`src/rtl/bus_pkg.sv`:
```
// ============================================================================
// Module   : bus_pkg
// Brief    : Shared definitions for the 8-bit arbitrated crypto bus.
//            Byte order and frame field offsets are defined here once so
//            the arbiter and the receive endpoint always agree.
// Revision : 1.0 - initial release
// ============================================================================
`default_nettype none

package bus_pkg;

   localparam int BUS_W         = 8;
   localparam int DEFAULT_ADDRW = 24;

   // Field offsets inside a frame: data byte first, address above it.
   localparam int DATA_LSB = 0;
   localparam int ADDR_LSB = 8;

   // Receiver view of the byte counter / output buffer pair.
   typedef enum logic [1:0] {
      ST_IDLE    = 2'd0,
      ST_COLLECT = 2'd1,
      ST_STALL   = 2'd2
   } rx_state_t;

   // Number of bus bytes making up one frame (data byte plus address bytes).
   function automatic int nbytes(input int addrw);
      return (addrw + BUS_W) / BUS_W;
   endfunction

endpackage

`default_nettype wire

```
`src/rtl/bus_frame_receiver_if.sv`:
```
// ============================================================================
// Module   : bus_frame_receiver_if
// Brief    : Byte-stream input and frame output handshake of the bus
//            receive endpoint. The master side drives bytes and consumes
//            frames; the slave side is the receiver itself.
// Revision : 1.0 - initial release
// ============================================================================
`default_nettype none

interface bus_frame_receiver_if
   import bus_pkg::*;
#(
   parameter int ADDRW = DEFAULT_ADDRW
);

   logic [BUS_W-1:0]       data_in;
   logic                   valid_in;
   logic                   ready_out;
   logic [ADDRW+BUS_W-1:0] frame_out;
   logic                   frame_valid;
   logic                   frame_ready;
   logic                   frame_err;

   modport master (
      output data_in,
      output valid_in,
      output frame_ready,
      input  ready_out,
      input  frame_out,
      input  frame_valid,
      input  frame_err
   );

   modport slave (
      input  data_in,
      input  valid_in,
      input  frame_ready,
      output ready_out,
      output frame_out,
      output frame_valid,
      output frame_err
   );

endinterface

`default_nettype wire

```
`src/rtl/bus_gap_timer.sv`:
```
// ============================================================================
// Module   : bus_gap_timer
// Brief    : Idle-gap watchdog. Counts enabled cycles and raises a single-
//            cycle 'expired' once the count reaches TIMEOUT, then restarts.
//            'clear' wins over 'enable'. TIMEOUT = 0 disables the timer.
// Revision : 1.0 - initial release
// ============================================================================
`default_nettype none

module bus_gap_timer #(
   parameter int TIMEOUT = 16
) (
   input  logic clk,
   input  logic rst_n,
   input  logic enable,
   input  logic clear,
   output logic expired
);

   generate
      if (TIMEOUT > 0) begin : g_timer
         localparam int               CNT_W = $clog2(TIMEOUT + 1);
         localparam logic [CNT_W-1:0] LIMIT = CNT_W'(TIMEOUT);

         logic [CNT_W-1:0] r_count;

         // The expiry cycle is the one where the count sits at the limit.
         assign expired = (r_count == LIMIT);

         // Count enabled cycles; restart on clear or right after expiry.
         always_ff @(posedge clk or negedge rst_n) begin
            if (!rst_n) begin
               r_count <= '0;
            end else if (clear || expired) begin
               r_count <= '0;
            end else if (enable) begin
               r_count <= r_count + CNT_W'(1);
            end
         end
      end else begin : g_no_timer
         assign expired = 1'b0;
      end
   endgenerate

endmodule

`default_nettype wire

```
`src/rtl/bus_frame_receiver.sv`:
```
// ============================================================================
// Module   : bus_frame_receiver
// Brief    : Receive endpoint of the 8-bit arbitrated bus. Reassembles
//            NBYTES-byte sequences (data byte first, address LSB-first)
//            into one frame held in a one-entry valid/ready output buffer.
//            A gap timer drops partial frames that stall mid-sequence.
// Revision : 1.0 - initial release
// ============================================================================
`default_nettype none

module bus_frame_receiver
   import bus_pkg::*;
#(
   parameter int ADDRW   = DEFAULT_ADDRW,
   parameter int TIMEOUT = 16
) (
   input  logic                 clk,
   input  logic                 rst_n,
   bus_frame_receiver_if.slave  bus
);

   localparam int               NBYTES   = nbytes(ADDRW);
   localparam int               CNT_W    = $clog2(NBYTES);
   localparam int               FRAME_W  = ADDRW + BUS_W;
   localparam logic [CNT_W-1:0] CNT_LAST = CNT_W'(NBYTES - 1);

   logic [CNT_W-1:0]   r_cnt;
   logic [CNT_W-1:0]   w_cnt_nxt;
   logic               r_frame_valid;
   logic               w_frame_valid_nxt;
   logic               r_ready;
   logic               w_ready_nxt;
   logic               w_load;
   logic [ADDRW-1:0]   r_shift;
   logic [ADDRW-1:0]   w_shift_nxt;
   logic [FRAME_W-1:0] r_frame_out;
   rx_state_t          w_state;
   logic               w_xfer;
   logic               w_drain;
   logic               w_tmr_en;
   logic               w_tmr_clr;
   logic               w_expired;

   assign w_xfer  = bus.valid_in && r_ready;
   assign w_drain = r_frame_valid && bus.frame_ready;

   // Backpressure cycles are never idle time: only COLLECT without a
   // transfer advances the gap timer.
   assign w_tmr_en  = (w_state == ST_COLLECT) && !w_xfer;
   assign w_tmr_clr = w_xfer || (w_state == ST_IDLE);

   bus_gap_timer #(
      .TIMEOUT (TIMEOUT)
   ) u_gap_timer (
      .clk     (clk),
      .rst_n   (rst_n),
      .enable  (w_tmr_en),
      .clear   (w_tmr_clr),
      .expired (w_expired)
   );

   // Classify the receiver from the byte counter and the buffer flag.
   always_comb begin
      w_state = ST_COLLECT;
      if (r_cnt == '0) begin
         w_state = ST_IDLE;
      end else if ((r_cnt == CNT_LAST) && r_frame_valid) begin
         w_state = ST_STALL;
      end
   end

   // Next counter, buffer flag and registered byte-accept.
   always_comb begin
      w_cnt_nxt         = r_cnt;
      w_frame_valid_nxt = r_frame_valid;
      w_load            = 1'b0;

      if (w_drain) begin
         w_frame_valid_nxt = 1'b0;
      end

      if (w_expired) begin
         // Abort wins: a byte arriving now starts a fresh frame.
         w_cnt_nxt = w_xfer ? CNT_W'(1) : '0;
      end else if (w_xfer) begin
         if (r_cnt == CNT_LAST) begin
            w_cnt_nxt         = '0;
            w_load            = 1'b1;
            w_frame_valid_nxt = 1'b1;
         end else begin
            w_cnt_nxt = r_cnt + CNT_W'(1);
         end
      end

      // Drop accept when the next byte would complete a frame into a full
      // buffer; derived from registered state only, so frame_ready has no
      // combinational path to ready_out.
      w_ready_nxt = !((w_cnt_nxt == CNT_LAST) && w_frame_valid_nxt);
   end

   // Control state register.
   always_ff @(posedge clk or negedge rst_n) begin
      if (!rst_n) begin
         r_cnt         <= '0;
         r_frame_valid <= 1'b0;
         r_ready       <= 1'b0;
      end else begin
         r_cnt         <= w_cnt_nxt;
         r_frame_valid <= w_frame_valid_nxt;
         r_ready       <= w_ready_nxt;
      end
   end

   // Shift right so byte 0 ends at the bottom once the address is in.
   generate
      if (ADDRW > BUS_W) begin : g_shift_wide
         logic [ADDRW-BUS_W-1:0] w_keep;
         assign w_keep      = w_expired ? '0 : r_shift[ADDRW-1:BUS_W];
         assign w_shift_nxt = {bus.data_in, w_keep};
      end else begin : g_shift_narrow
         assign w_shift_nxt = bus.data_in;
      end
   endgenerate

   // Byte collection and output buffer load; a timeout discards the
   // partial bytes but leaves the buffered frame alone.
   always_ff @(posedge clk or negedge rst_n) begin
      if (!rst_n) begin
         r_shift     <= '0;
         r_frame_out <= '0;
      end else begin
         if (w_xfer) begin
            r_shift <= w_shift_nxt;
         end else if (w_expired) begin
            r_shift <= '0;
         end
         if (w_load) begin
            r_frame_out <= {bus.data_in, r_shift};
         end
      end
   end

   assign bus.ready_out   = r_ready;
   assign bus.frame_valid = r_frame_valid;
   assign bus.frame_out   = r_frame_out;
   assign bus.frame_err   = w_expired;

endmodule

`default_nettype wire

```
`src/flat_wrapper.sv`:
```
// flat-port wrapper written by rule: the top's interface ports become plain ports
module bus_frame_receiver_flat import bus_pkg::*;
#(
   parameter int ADDRW   = DEFAULT_ADDRW,
   parameter int TIMEOUT = 16
)
  (clk, rst_n, bus_data_in, bus_valid_in, bus_frame_ready, bus_ready_out, bus_frame_out, bus_frame_valid, bus_frame_err);
  bus_frame_receiver_if #(.ADDRW(ADDRW)) bus_i ();
  input  logic clk;
  input  logic rst_n;
  input wire logic [$bits(bus_i.data_in)-1:0] bus_data_in;
  input wire logic [$bits(bus_i.valid_in)-1:0] bus_valid_in;
  input wire logic [$bits(bus_i.frame_ready)-1:0] bus_frame_ready;
  output wire logic [$bits(bus_i.ready_out)-1:0] bus_ready_out;
  output wire logic [$bits(bus_i.frame_out)-1:0] bus_frame_out;
  output wire logic [$bits(bus_i.frame_valid)-1:0] bus_frame_valid;
  output wire logic [$bits(bus_i.frame_err)-1:0] bus_frame_err;
  assign bus_i.data_in = bus_data_in;
  assign bus_i.valid_in = bus_valid_in;
  assign bus_i.frame_ready = bus_frame_ready;
  assign bus_ready_out = bus_i.ready_out;
  assign bus_frame_out = bus_i.frame_out;
  assign bus_frame_valid = bus_i.frame_valid;
  assign bus_frame_err = bus_i.frame_err;
  bus_frame_receiver #(.ADDRW(ADDRW), .TIMEOUT(TIMEOUT)) u_core (.clk(clk), .rst_n(rst_n), .bus(bus_i));
endmodule
```
`config.mk`:
```
export PLATFORM = sky130hd
export DESIGN_NAME = bus_frame_receiver_flat
export DESIGN_NICKNAME = d
export VERILOG_FILES = /design/src/rtl/bus_pkg.sv /design/src/rtl/bus_frame_receiver_if.sv /design/src/rtl/bus_gap_timer.sv /design/src/rtl/bus_frame_receiver.sv /design/src/flat_wrapper.sv
export SDC_FILE = /design/constraint.sdc
export NUM_CORES = 1
export LEC_CHECK = 0
export CAP_MARGIN = 20
export CELL_PAD_IN_SITES_DETAIL_PLACEMENT = 2
export CELL_PAD_IN_SITES_GLOBAL_PLACEMENT = 2
export CORE_ASPECT_RATIO = 0.9
export CORE_MARGIN = 4
export CORE_UTILIZATION = 31
export CTS_CLUSTER_SIZE = 12
export DETAILED_ROUTE_END_ITERATION = 10
export PLACE_DENSITY = 0.74
export SLEW_MARGIN = 20
export SYNTH_ARGS = -nofsm -noshare
export SYNTH_HDL_FRONTEND = slang
export SYNTH_SLANG_ARGS = --single-unit
```
`constraint.sdc`:
```
create_clock -name clk -period 1.4 [get_ports clk]
set_input_delay 0.28 -clock clk [delete_from_list [all_inputs] [get_ports clk]]
set_output_delay 0.28 -clock clk [all_outputs]
set_load 0.01 [all_outputs]
```
==> metrics.yaml, run 1 <==
run_status:
  status: "complete, but fails checks"
  violations: "negative setup slack"
routing:
  total_via_count_after_detailed_routing: 2009
  drtAntennaViolNets: 0
  routed.top_layer: "met4"
  routed_wl_um: 7870
  viasPerCell: 4.66
  wl_per_cell_um: 18.3
  met2_length_um: 3960
  drtIter0Drc: 50
  number_of_search_and_repair_iterations_in_the_first_detailed_routing_pass: 4
  route.detailed.drc: 0
  wl_met3_um: 320
  detail_route.wirelength.met1_um: 3480
layout:
  layout.cells.most_common_list: "dfrtp_1, nand2_1, dlygate4sd2_1, mux2_4, buf_4"
  antennaDiodeCount: 0
  syn2layout_area_growth_pct: 42.0
  finalNetCount: 324
  final_common_cell: "dfrtp_1"
  fraction_of_layout_instances_using_a_drive_strength_above_1_pct: 33.7
  stdcell_area_um2: 3920
  layoutNonFillerInstCount: 431
  n_fill_cell: 915
clock_network:
  worst_setup_hold_path_clk_slew_ns: 0.08
  number_of_sinks_driven_by_the_clock_tree: 65
  clock_tree_from_tritoncts: "yes"
  cts_inserted_buffers: 9
  clock_root_cell: "clkbuf_8"
  htree_num_levels: 3
  clock_tree.buffer_depth: 2
  worst_skew_pair.late_latency_ns: 0.35
power_and_ir_drop:
  p_sw_mw: 2.54
  sequentialPowerShare_pct: 37.4
  intPower_mw: 5.43
  power.switching_fraction_pct: 31.9
  power.share.clock_pct: 22.8
  total_leakage_power_nw: 1.97
  vdd.ir_drop.worst_mv: 0.739
  powerDensity_nw_per_um2: 2030
  power_mw: 7.97
  comb_power_share_pct: 39.8
timing:
  final.setup.worst_slack_ns: -0.297
  final_slew_violations: 0
  timing_worst_slew_pin_value_ns: 0.461
  timing.hold.ws_ns: 0.415
  final.min_clock_period_ns: 1.70
  final_hold_viol_count: 0
  slew_headroom_pct: 69.2
  rsz0062_at_grt: "true"
  achievable-frequency_mhz: 589
  setup_violations: 41
  final_skew_ns: 0.0154
  timing.final.crit_share_pct: 121
synthesis:
  post_synth_instance_area_um2: 2760
  post_synth.cell_area_avg_um2: 12.3
  synth_cells: 225
  synthesis.nets: 242
  synth.lib_cells_used.distinct: 27
  synth-warning-count: 0
  seq_area_frac_synth_pct: 58.9
  synth-seq-cells: 65
die:
  placeableCoreArea_um2: 8650
  floorplan.rows: 32
  die-height_um: 97.6
  full_die_area_um2: 10500
  die_w_um: 108
  initial_core_util_pct: 32.0
  boundaryPins: 47
setup_path:
  critPathRequiredTime_ns: 1.63
  crit_path_start_kind: "register"
  crit_path_max_fanout: 16
  worst-setup-path-type: "register to register"
  critPathArrivalTime_ns: 1.93
  critical_path.endpoint_type: "register"
placement:
  dp.cells: 403
  pre_cts_slack_ns: -0.390
  postPlaceCellArea_um2: 3530
  finalWeightedCongestion: 0.747
  hpwl_um: 5090
  port_buffers: 46
global_route:
  grt_overflow: 0
  grt_use_total_pct: 16.1
  antenna_found_initial: 0
  grt_first_pass_wirelength_um: 12900
  grt_pass1_vias: 2413
  pin_count_of_the_biggest_net_entering_global_routing: 33
min_path:
  min_path_type: "primary input to async pin"
flow_run:
  cap_viol_max_count: 0
-- layout make-up --
cell class | instances | area, um2 | share of cell area (%)
clock buffer | 10 | 138 | 3.51
clock inverter | 6 | 88.8 | 2.26
inverter | 7 | 26.3 | 0.670
multi-input combinational | 143 | 1140 | 29.0
sequential | 65 | 1630 | 41.5
tap | 119 | 149 | 3.79
timing repair buffer | 81 | 756 | 19.3
-- worst paths after layout --
kind / from / to / slack, ns / depth (start not counted)
setup reg to reg: u_core.u_gap_timer.g_timer.r_count[1]$_DFFE_PN0P_ / u_core.bus.frame_out[27]$_DFFE_PN0P_ / -0.30 / 7
hold / removal: rst_n / u_core.bus.frame_out[8]$_DFFE_PN0P_ / 0.41 / 2
max in group asynchronous: rst_n / u_core.r_shift[21]$_DFFE_PN0P_ / 0.43 / 3
setup / recovery: u_core.u_gap_timer.g_timer.r_count[1]$_DFFE_PN0P_ / u_core.bus.frame_out[27]$_DFFE_PN0P_ / -0.30 / 7
min in group clk: u_core.bus.frame_out[28]$_DFFE_PN0P_ / u_core.bus.frame_out[28]$_DFFE_PN0P_ / 0.51 / 1
hold reg to reg: u_core.bus.frame_out[28]$_DFFE_PN0P_ / u_core.bus.frame_out[28]$_DFFE_PN0P_ / 0.51 / 1
-- flip-flops by register name (all words and copies together) (netlist names) --
signal / count
u_core.bus.frame_out: 32
u_core.bus.frame_valid: 1
u_core.bus.ready_out: 1
u_core.r_cnt: 2
u_core.r_shift: 24
u_core.u_gap_timer.g_timer.r_count: 5
-- routing by layer --
metal,vias up,GRT usage (%)
met1,1028,19.5
met4,0,5.05
met2,48,27.2
met3,9,4.65
met5,-,0
li1,924,-
-- repair_timing --
action                                 CTS  global route
gates cloned                             2             0
hold buffers                             1             0
endpoints found under the hold margin   15             0
pin swaps                                5             2
resized for setup                       67             2
setup buffers                            9             3
setup endpoints to repair               76            59
-- critical path, stage by stage, from the launching register on --
cell and delay [ns]:
dfrtp_1 0.40, inv_2 0.08, ha_4 0.15, nand4bb_4 0.14, buf_6 0.15, nand3_4 0.13
buf_12 0.20, mux2_4 0.31
-- Yosys cell counts --
cell | number | share of area [%]
inv_2 | 1 | 0.14
a21o_1 | 1 | 0.27
a221o_1 | 1 | 0.36
ha_1 | 5 | 2.3
buf_1 | 1 | 0.14
a21oi_1 | 22 | 4.0
buf_4 | 1 | 0.27
and2_1 | 1 | 0.23
inv_1 | 6 | 0.81
dfrtp_1 | 65 | 59
a21boi_0 | 1 | 0.27
nand3_4 | 1 | 0.63
nand4bb_4 | 1 | 1.0
clkbuf_1 | 3 | 0.41
and3_1 | 1 | 0.23
o21ai_0 | 4 | 0.72
o31ai_1 | 1 | 0.27
buf_6 | 3 | 1.2
or4_1 | 1 | 0.27
nor2_1 | 1 | 0.14
nand2b_1 | 1 | 0.23
or3_1 | 3 | 0.68
nand2_1 | 56 | 7.6
nand3_1 | 10 | 1.8
mux2_4 | 28 | 15
buf_2 | 2 | 0.36
mux2_2 | 4 | 1.6
-- cells by family after synthesis --
family | after synthesis | synth area share [%]
buffers and inverters | 17 | 3.35
and+or+nand+nor | 76 | 12.8
DFF | 65 | 58.9
adders and majority gates | 5 | 2.26
AOI/OAI and AO/OA | 30 | 5.89
muxes | 32 | 16.8
-- power by group through the flow --
stage                     Clock (mW)  Sequential [mW]  Combinational, mW
after floorplan                    0             3.12               1.34
after global placement             0             3.00               2.89
after detailed placement           0             3.02               3.06
after CTS                       1.87             2.99               3.25
after global routing            1.95             3.09               3.46
final                           1.81             2.98               3.18
-- metrics by stage --
stage | util [%] | TNS, ns
2_1_floorplan | - | -2.92
3_3_place_gp | 40.8 | -17.24
3_5_place_dp | 40.8 | -20.26
4_1_cts | 45.7 | -9.27
5_1_grt | 45.4 | -13.10
6_report | 45.4 | -9.49
Power figures use the tool's default switching activity.
==> run 2, diff against run 1 <==
CAP_MARGIN = not set   (was 20)
CORE_UTILIZATION = 38   (was 31)
PLACE_DENSITY = 0.85   (was 0.74)
clock period = 2 ns   (was 1.4 ns; I/O delays follow)
==> run 2 against run 1 <==
Compared with the run above: non-clock buffer count down 25; die area down 17%; via count down 4.5%; sequential share of layout area up 4.4 points; hold slack worse by 0.35 ns; the run now ends clean; combinational power down 37%.
==> metrics.yaml, run 2 (synthesis gave the netlist of run 1 again) <==
die:
  placeableCoreArea_um2: 7080
  floorplan.rows: 29
  boundaryPins: 47
  initial_core_util_pct: 39.1
  full_die_area_um2: 8700
  die-height_um: 88.9
  die_w_um: 97.9
timing:
  final.setup.worst_slack_ns: 0.0770
  final.min_clock_period_ns: 1.92
  final_slew_violations: 0
  timing_worst_slew_pin_value_ns: 0.355
  timing.final.crit_share_pct: 96.2
  achievable-frequency_mhz: 520
  final_skew_ns: 0.00555
  timing.hold.ws_ns: 0.0679
  setup-tns-final_ns: 0
  final_hold_viol_count: 0
  setup_violations: 0
  slew_headroom_pct: 76.3
routing:
  drtIter0Drc: 95
  wl_per_cell_um: 18.5
  viasPerCell: 5.06
  number_of_search_and_repair_iterations_in_the_first_detailed_routing_pass: 4
  route.detailed.drc: 0
  routed_wl_um: 7000
  total_via_count_after_detailed_routing: 1918
  drtAntennaViolNets: 0
layout:
  postLayoutCoreUtil_pct: 50.1
  fraction_of_layout_instances_using_a_drive_strength_above_1_pct: 21.0
  antennaDiodeCount: 0
  number_of_flip_flops_under_the_largest_register_name: 32
  layoutNonFillerInstCount: 379
  final_common_cell: "dfrtp_1"
  finalNetCount: 299
  register_area_um2: 1630
  stdcell_area_um2: 3550
  syn2layout_area_growth_pct: 28.3
  layout.cells.most_common_list: "dfrtp_1, nand2_1, clkdlybuf4s50_1, mux2_4, a21oi_1"
  n_fill_cell: 699
  multi_input_combinational_cell_area_um2: 1050
setup_path:
  critPathRequiredTime_ns: 1.60
  critPathArrivalTime_ns: 1.52
  r2r_start: "u_core.r_cnt[0]$_DFF_PN0_"
  crit_path_max_fanout: 3
  ff2ff_path_depth: 4
  timing.reg2reg.setup_slack_ns: 0.16
  crit_path_start_kind: "register"
  critical_path.endpoint_type: "primary output"
  worst-setup-path-type: "register to primary output"
  r2r-end: "u_core.u_gap_timer.g_timer.r_count[4]$_DFFE_PN0P_"
clock_network:
  number_of_sinks_driven_by_the_clock_tree: 65
  clock_tree_from_tritoncts: "yes"
  worst_setup_hold_path_clk_slew_ns: 0.07
  clock_tree.buffer_depth: 2
  htree_num_levels: 3
  cts_inserted_buffers: 9
  cts_hold_buffers: 0
  clock_root_cell: "clkbuf_8"
  worst_skew_pair.late_latency_ns: 0.33
power_and_ir_drop:
  power_mw: 5.03
  powerDensity_nw_per_um2: 1420
  vdd.ir_drop.worst_mv: 0.577
  total_leakage_power_nw: 1.70
global_route:
  pin_count_of_the_biggest_net_entering_global_routing: 66
  grt_pass1_vias: 2223
  grt_use_total_pct: 17.4
  grt_first_pass_wirelength_um: 11700
  antenna_found_initial: 0
  grt_overflow: 0
flow_run:
  cap_viol_max_count: 0
placement:
  port_buffers: 46
  dp.cells: 362
  finalWeightedCongestion: 0.704
  pre_cts_slack_ns: 0.0207
  hpwl_um: 4600
  postPlaceCellArea_um2: 3370
run_status:
  status: "finished clean"
min_path:
  min_path_type: "primary input to async pin"
-- run 2: changes by cell type in the layout (fill, tap and decap cells not counted), sizes merged --
cell and change:
buf -26, bufinv -2, clkbuf +2, clkdlybuf4s50 +34
clkinv +1, clkinvlp -1, dlygate4sd2 -32, dlygate4sd3 -1
inv -1
-- run 2: what timing repair did --
item | 4_1_cts | 5_1_grt
setup buffers | 0 | 2
gates resized for setup | 2 | 0
setup endpoints to repair | 1 | 2
-- run 2: cell type report --
class	instances	share of cell area, %
clock buffer	12	4.09
multi-input combinational	143	29.5
sequential	65	45.9
inverter	7	0.741
tap	93	3.28
clock inverter	3	0.494
timing repair buffer	56	16.0
-- run 2: how the worst max path moves through the flow --
stage / endpoint / slack, ns / cells after the start / start
after floorplan: bus_frame_err / 0.35 / 5 / u_core.u_gap_timer.g_timer.r_count[0]$_DFFE_PN0P_
after global placement: u_core.u_gap_timer.g_timer.r_count[1]$_DFFE_PN0P_ / 0.1 / 5 / bus_valid_in
after global routing: bus_frame_err / -0.004 / 5 / u_core.u_gap_timer.g_timer.r_count[0]$_DFFE_PN0P_
after CTS: bus_frame_err / 0.01 / 5 / u_core.u_gap_timer.g_timer.r_count[0]$_DFFE_PN0P_
after detailed placement: u_core.u_gap_timer.g_timer.r_count[2]$_DFFE_PN0P_ / 0.02 / 5 / bus_valid_in
final: bus_frame_err / 0.08 / 5 / u_core.u_gap_timer.g_timer.r_count[0]$_DFFE_PN0P_
-- run 2: critical path, stage by stage (launching register included) --
cell and delay, ns:
dfrtp_1 0.40, inv_1 0.09, ha_2 0.21, nand4bb_4 0.13, inv_2 0.09, dlygate4sd2_1 0.27
-- run 2: layer usage --
metal | track usage, % | vias to the layer above | wire length [um]
met5 | 0 | - | 0
met4 | 5.16 | 0 | 70
met3 | 4.52 | 8 | 285
met2 | 30.7 | 44 | 3610
met1 | 21.2 | 995 | 3040
li1 | - | 871 | -
-- run 2: power breakdown --
group          switching (mW)  internal (mW)
sequential              0.318           1.77
combinational           0.779           1.22
clock                   0.473          0.473
total                    1.57           3.46
